## config.mk

```make
export PLATFORM = sky130hd
export DESIGN_NAME = sys_seg_scan
export DESIGN_NICKNAME = d
export VERILOG_FILES = /design/src/rtl/sys_seg_pkg.sv /design/src/rtl/sys_hex7seg.sv /design/src/rtl/sys_seg_scan.sv
export SDC_FILE = /design/constraint.sdc
export NUM_CORES = 1
export LEC_CHECK = 0
export CAP_MARGIN = 20
export CORE_MARGIN = 8
export CORE_UTILIZATION = 50
export DETAILED_ROUTE_END_ITERATION = 8
export GPL_TIMING_DRIVEN = 0
export MAX_ROUTING_LAYER = met4
export PLACE_DENSITY = 0.87
export SLEW_MARGIN = 20
export SYNTH_ARGS = -nofsm -noshare
export SYNTH_HDL_FRONTEND = slang
export SYNTH_HIERARCHICAL = 1
export SYNTH_SLANG_ARGS = --single-unit
```

## constraint.sdc

```tcl
create_clock -name SYS_clk -period 2.55 [get_ports SYS_clk]
set_input_delay 0.255 -clock SYS_clk [delete_from_list [all_inputs] [get_ports SYS_clk]]
set_output_delay 0.255 -clock SYS_clk [all_outputs]
set_load 0.02 [all_outputs]
```

## src/rtl/sys_seg_pkg.sv

```systemverilog
// ============================================================================
// Module  : sys_seg_pkg
// Brief   : Shared constants for the seven-segment scan back-end.
// Revision: 1.0 - initial release
// ============================================================================
`default_nettype none

package sys_seg_pkg;

    localparam int SEG_NUM_DIGITS = 8;
    localparam int SEG_MAX_DIGITS = 8;

    typedef logic [6:0] seg_cat_t;

    localparam seg_cat_t SEG_CAT_OFF = 7'h7F;
    localparam logic [SEG_MAX_DIGITS-1:0] SEG_AN_OFF = '1;

    // Active-low {g,f,e,d,c,b,a}; entry 15 first so that index == nibble
    localparam logic [15:0][6:0] SEG_HEX_TABLE = {
        7'h0E, 7'h06, 7'h21, 7'h46, 7'h03, 7'h08, 7'h10, 7'h00,
        7'h78, 7'h02, 7'h12, 7'h19, 7'h30, 7'h24, 7'h79, 7'h40
    };

    function automatic seg_cat_t hex_to_seg(input logic [3:0] nibble);
        return SEG_HEX_TABLE[nibble];
    endfunction

endpackage

`default_nettype wire

```

## src/rtl/sys_hex7seg.sv

```systemverilog
// ============================================================================
// Module  : sys_hex7seg
// Brief   : Combinational hex nibble to active-low seven-segment decoder.
// Revision: 1.0 - initial release
// ============================================================================
`default_nettype none

module sys_hex7seg
    import sys_seg_pkg::*;
(
    input  logic [3:0] i_nibble,
    output logic [6:0] o_seg
);

    assign o_seg = hex_to_seg(i_nibble);

endmodule

`default_nettype wire

```

## src/rtl/sys_seg_scan.sv

```systemverilog
// ============================================================================
// Module  : sys_seg_scan
// Brief   : Multiplexed 8-digit seven-segment scanner with frame-synchronous
//           double buffering and exception blink.
//           Build option SEG_BLANK_LZ_EN enables leading-zero blanking.
// Revision: 1.0 - initial release
// ============================================================================
`default_nettype none

module sys_seg_scan
    import sys_seg_pkg::*;
#(
    parameter int DIV_W      = 16,
    parameter int NUM_DIGITS = SEG_NUM_DIGITS,
    parameter int BLINK_W    = 6
) (
    input  logic                  SYS_clk,
    input  logic                  SYS_reset,
    input  logic [31:0]           SEG_value,
    input  logic                  SEG_load,
    input  logic                  SEG_exc,
    output logic [NUM_DIGITS-1:0] SEG_an,
    output logic [6:0]            SEG_cat,
    output logic                  SEG_dp,
    output logic                  SEG_pending
);

    localparam int c_DIG_W = 3;
    localparam logic [c_DIG_W-1:0] c_LAST_DIG = c_DIG_W'(NUM_DIGITS - 1);

    logic [DIV_W-1:0]          r_div_cnt;
    logic [c_DIG_W-1:0]        r_dig;
    logic [BLINK_W-1:0]        r_frame_cnt;
    logic [31:0]               r_shadow;
    logic [31:0]               r_disp;
    logic                      r_pending;
    logic                      r_exc;
    logic [NUM_DIGITS-1:0]     r_an;
    logic [6:0]                r_cat;
    logic                      r_dp;

    logic                      w_tick;
    logic                      w_frame_start;
    logic [3:0]                w_nibble;
    logic [6:0]                w_cat;
    logic [NUM_DIGITS-1:0]     w_an_scan;
    logic [SEG_MAX_DIGITS-1:0] w_lz_mask;
    logic                      w_blank;

    assign w_tick        = &r_div_cnt;
    assign w_frame_start = w_tick && (r_dig == c_LAST_DIG);

    always_ff @(posedge SYS_clk) begin
        if (SYS_reset) begin
            r_div_cnt   <= '0;
            r_dig       <= '0;
            r_frame_cnt <= '0;
            r_shadow    <= '0;
            r_disp      <= '0;
            r_pending   <= 1'b0;
            r_exc       <= 1'b0;
        end else begin
            r_div_cnt <= r_div_cnt + 1'b1;
            r_exc     <= SEG_exc;
            if (w_tick) begin
                r_dig <= (r_dig == c_LAST_DIG) ? '0 : r_dig + 1'b1;
            end
            if (w_frame_start) begin
                r_frame_cnt <= r_frame_cnt + 1'b1;
            end
            // Commit takes the shadow as it was before any same-cycle load
            if (w_frame_start && r_pending) begin
                r_disp <= r_shadow;
            end
            if (SEG_load) begin
                r_shadow  <= SEG_value;
                r_pending <= 1'b1;
            end else if (w_frame_start) begin
                r_pending <= 1'b0;
            end
        end
    end

    assign w_nibble = r_disp[{r_dig, 2'b00} +: 4];

    sys_hex7seg u_hex7seg (
        .i_nibble (w_nibble),
        .o_seg    (w_cat)
    );

`ifdef SEG_BLANK_LZ_EN
    logic w_zero_run;

    // Walk down from the top digit; a digit is blankable while all above it are zero
    always_comb begin
        w_lz_mask  = '0;
        w_zero_run = 1'b1;
        for (int k = NUM_DIGITS - 1; k >= 1; k--) begin
            w_zero_run   = w_zero_run && (r_disp[4*k +: 4] == 4'h0);
            w_lz_mask[k] = w_zero_run;
        end
    end
`else
    assign w_lz_mask = '0;
`endif

    assign w_an_scan = ~(NUM_DIGITS'(1) << r_dig);
    assign w_blank   = (r_exc && r_frame_cnt[BLINK_W-1]) || w_lz_mask[r_dig];

    always_ff @(posedge SYS_clk) begin
        if (SYS_reset) begin
            r_an  <= SEG_AN_OFF[NUM_DIGITS-1:0];
            r_cat <= SEG_CAT_OFF;
            r_dp  <= 1'b1;
        end else begin
            r_an  <= w_blank ? SEG_AN_OFF[NUM_DIGITS-1:0] : w_an_scan;
            r_cat <= w_cat;
            r_dp  <= ~((r_dig == '0) && r_pending);
        end
    end

    assign SEG_an      = r_an;
    assign SEG_cat     = r_cat;
    assign SEG_dp      = r_dp;
    assign SEG_pending = r_pending;

endmodule

`default_nettype wire

```

==> flow_metrics.env <==
export IMPL_status="complete, no violations"
export IMPL_drt_total_wl_um=9640
export IMPL_timing_final_crit_period_ns=2.45
export IMPL_synth_area_um2=4550
export IMPL_finalPower_w=0.00321
export IMPL_pwr_share_clk_pct=39.5
export IMPL_yosys_register_bits=107
export IMPL_cp_required_ns=2.80
export IMPL_ys_warn_count=6
export IMPL_die_x_um=111
export IMPL_fp_dieH_um=111
export IMPL_clk_insertion_delay_late_ns=0.36
export IMPL_clk_pin_slew_ns=0.09
export IMPL_initial_core_util_pct=50.4
export IMPL_yosysUniqueCellTypes=35
export IMPL_drc=0
export IMPL_grtUsageTotal_pct=15.9
export IMPL_avgSynthCellArea_um2=9.60
export IMPL_clock_skew_ns=0.00541
export IMPL_fin_crit_sh_pct=95.9
export IMPL_grt_pass1_vias=3525
export IMPL_critical_path_arrival_ns=2.70
export IMPL_multi_input_area_um2=2230
export IMPL_dr_pass1_iters=4
export IMPL_rows=35
export IMPL_io_buffers=51
export IMPL_clockBufferDepth=2
export IMPL_cts_num_sinks=107
export IMPL_ios=53
export IMPL_syn2layout_area_growth_pct=20.5
export IMPL_leakage_nw=2.02
export IMPL_power_frac_comb_pct=6.5
export IMPL_die_area_um2=12400
export IMPL_critPathKind="register to register"
export IMPL_drive_above_1_share_pct=9.43
export IMPL_h_tree_depth=3
export IMPL_synth_edf_count=0
export IMPL_routabilityCongestion=0.844
export IMPL_irDropWorstVdd_mv=0.328
export IMPL_hpwlAfterDp_um=7210
export IMPL_n_antenna_cell=0
export IMPL_cts_root_buf="clkbuf_8"
export IMPL_p_sw_w=0.000665
export IMPL_grt_max_degree=17
export IMPL_num_vias=3454
export IMPL_synth_ff_type="dfxtp_1"
export IMPL_postCtsSetupBuffers=0
export IMPL_grt_pass1_wl_um=16200
export IMPL_setup_viol=0
export IMPL_drt_iter0_drc=176
export IMPL_final_max_slew_violation_count=0
export IMPL_fin_hold_ws_ns=0.364
export IMPL_cp_max_fo=10
export IMPL_rsz0062_at_grt="no"
export IMPL_synth_nets=525
export IMPL_cts_hold_buf=0
export IMPL_worst_slack_ns=0.103
export IMPL_fillCellCount=736
export IMPL_sw_frac_of_total_pct=20.7
export IMPL_cts_buffers=9
export IMPL_routedWlPerCell_um=14.8
export IMPL_pre_cts_slack_ns=-0.290
export IMPL_ff_latch_area_um2=2150
export IMPL_hold_path_class="input pin to register"
export IMPL_end_kind="register"
export IMPL_finalNetCount=587
export IMPL_grt_ovfl_total=0
export IMPL_grt_antenna_before_repair=0
export IMPL_p_int_w=0.00255
export IMPL_finalHoldViolCount=0
export IMPL_cap_violations=0
export IMPL_ant_nets=0
export IMPL_synthArstFlopShare_pct=0
export IMPL_max_freq_mhz=409
export IMPL_relSlewSlack_pct=51.2
export IMPL_postSynthCellCount=474
export IMPL_cts_tree="built"
export IMPL_core_area_um2=9020
export IMPL_tightest_slew_ns=0.732
export IMPL_powerDensity_nw_per_um2=587
export IMPL_detail_route_vias_per_cell=5.30
export IMPL_crit_path_start_kind="register"
export IMPL_power_share_sequential_pct=54.0
export IMPL_yosysSeqAreaShare_pct=47.1
==> layout make-up <==
type | instances | share of cell area (%)
multi-input combinational | 325 | 40.6
clock buffer | 12 | 3.01
inverter | 14 | 0.959
sequential | 107 | 39.2
tap | 111 | 2.53
clock inverter | 4 | 1.74
timing repair buffer | 51 | 9.32
buffer | 28 | 2.63
==> worst max-delay path, cell delays in order, from the launching register on <==
cell     delay [ns]
dfxtp_4        0.40
buf_8          0.17
mux4_2         0.53
nand2_1        0.11
nand2_2        0.11
inv_2          0.12
ha_1           0.17
inv_1          0.04
mux4_2         0.42
or2_2          0.28
==> synthesized netlist by cell type (4+ instances only) <==
cell	instances	area, um2
a21oi_1	10	50.1
buf_1	4	15.0
clkbuf_1	18	67.6
dfxtp_1	107	2140
ha_1	15	188
inv_1	12	45.0
mux2i_1	70	701
mux4_2	9	203
nand2_1	88	330
nand3_1	14	70.1
nor2_1	49	184
nor2b_1	4	25.0
o21ai_0	10	50.1
o31ai_1	6	45.0
or2_2	8	50.1
or3_1	7	43.8
or4_1	7	52.6
xnor2_1	8	70.1
==> registers in the layout, indices dropped and copies added (netlist names) <==
name         count
r_disp          32
SEG_an           8
SEG_dp           1
r_div_cnt       16
SEG_pending      1
r_frame_cnt      6
SEG_cat          7
r_shadow        32
r_dig            3
r_exc            1
==> power groups by stage <==
stage | registers [W] | clock network, W | logic [W]
6_report | 0.00174 | 0.00127 | 0.000209
5_1_grt | 0.00174 | 0.00136 | 0.000230
2_1_floorplan | 0.00178 | 0 | 0.000103
3_3_place_gp | 0.00177 | 0 | 0.000203
3_5_place_dp | 0.00178 | 0 | 0.000210
4_1_cts | 0.00174 | 0.00129 | 0.000211
==> cell usage in the layout (no fill, tap or decap), types with 12 or more instances in the layout <==
master / Yosys / final
clkbuf_8: 0 / 12
clkdlybuf4s50_1: 0 / 51
nand3_1: 14 / 14
mux2i_1: 70 / 70
dfxtp_1: 107 / 106
clkbuf_1: 18 / 17
nor2_1: 49 / 49
ha_1: 15 / 15
nand2_1: 88 / 86
==> cell families after synthesis <==
family / synth area share [%]
mux: 20.4
compound gates: 3.55
buf+inv: 4.04
simple gates: 18.9
xor+xnor: 1.93
flops: 47.1
fa+ha+maj: 4.13
==> through the flow <==
stage | setup TNS [ns] | cells | utilization (%) | cell area (um2)
2_1_floorplan | 0 | 474 | - | 4550
3_3_place_gp | -0.241 | 636 | 57.6 | 5200
3_5_place_dp | -0.544 | 636 | 57.6 | 5200
4_1_cts | 0 | 652 | 60.6 | 5470
5_1_grt | 0 | 652 | 60.7 | 5480
6_report | 0 | 652 | 60.7 | 5480
==> routing by layer <==
layer	vias to the layer above	part of all wire, %	track usage, %	routed length (um)
met5	-	0	-	0
met2	86	51	27.5	4940
met3	10	4.2	3.17	401
li1	1720	-	-	-
met1	1638	43	17.9	4180
met4	0	1.2	5.60	117
==> final timing paths <==
path                   start           end  slack (ns)  cells past startpoint
setup reg to reg    r_dig[0]    SEG_cat[3]        0.10                      9
hold reg to reg   r_disp[21]    r_disp[21]        0.46                      2
setup / recovery    r_dig[0]    SEG_cat[3]        0.10                      9
hold / removal      SEG_load  r_shadow[18]        0.36                      3
==> repair_timing <==
item                       in CTS  in global routing
gates resized for setup         6                  4
setup endpoints to repair       4                  2
pin swaps                       0                  0
Note: power is estimated with default switching activity, not from simulation.
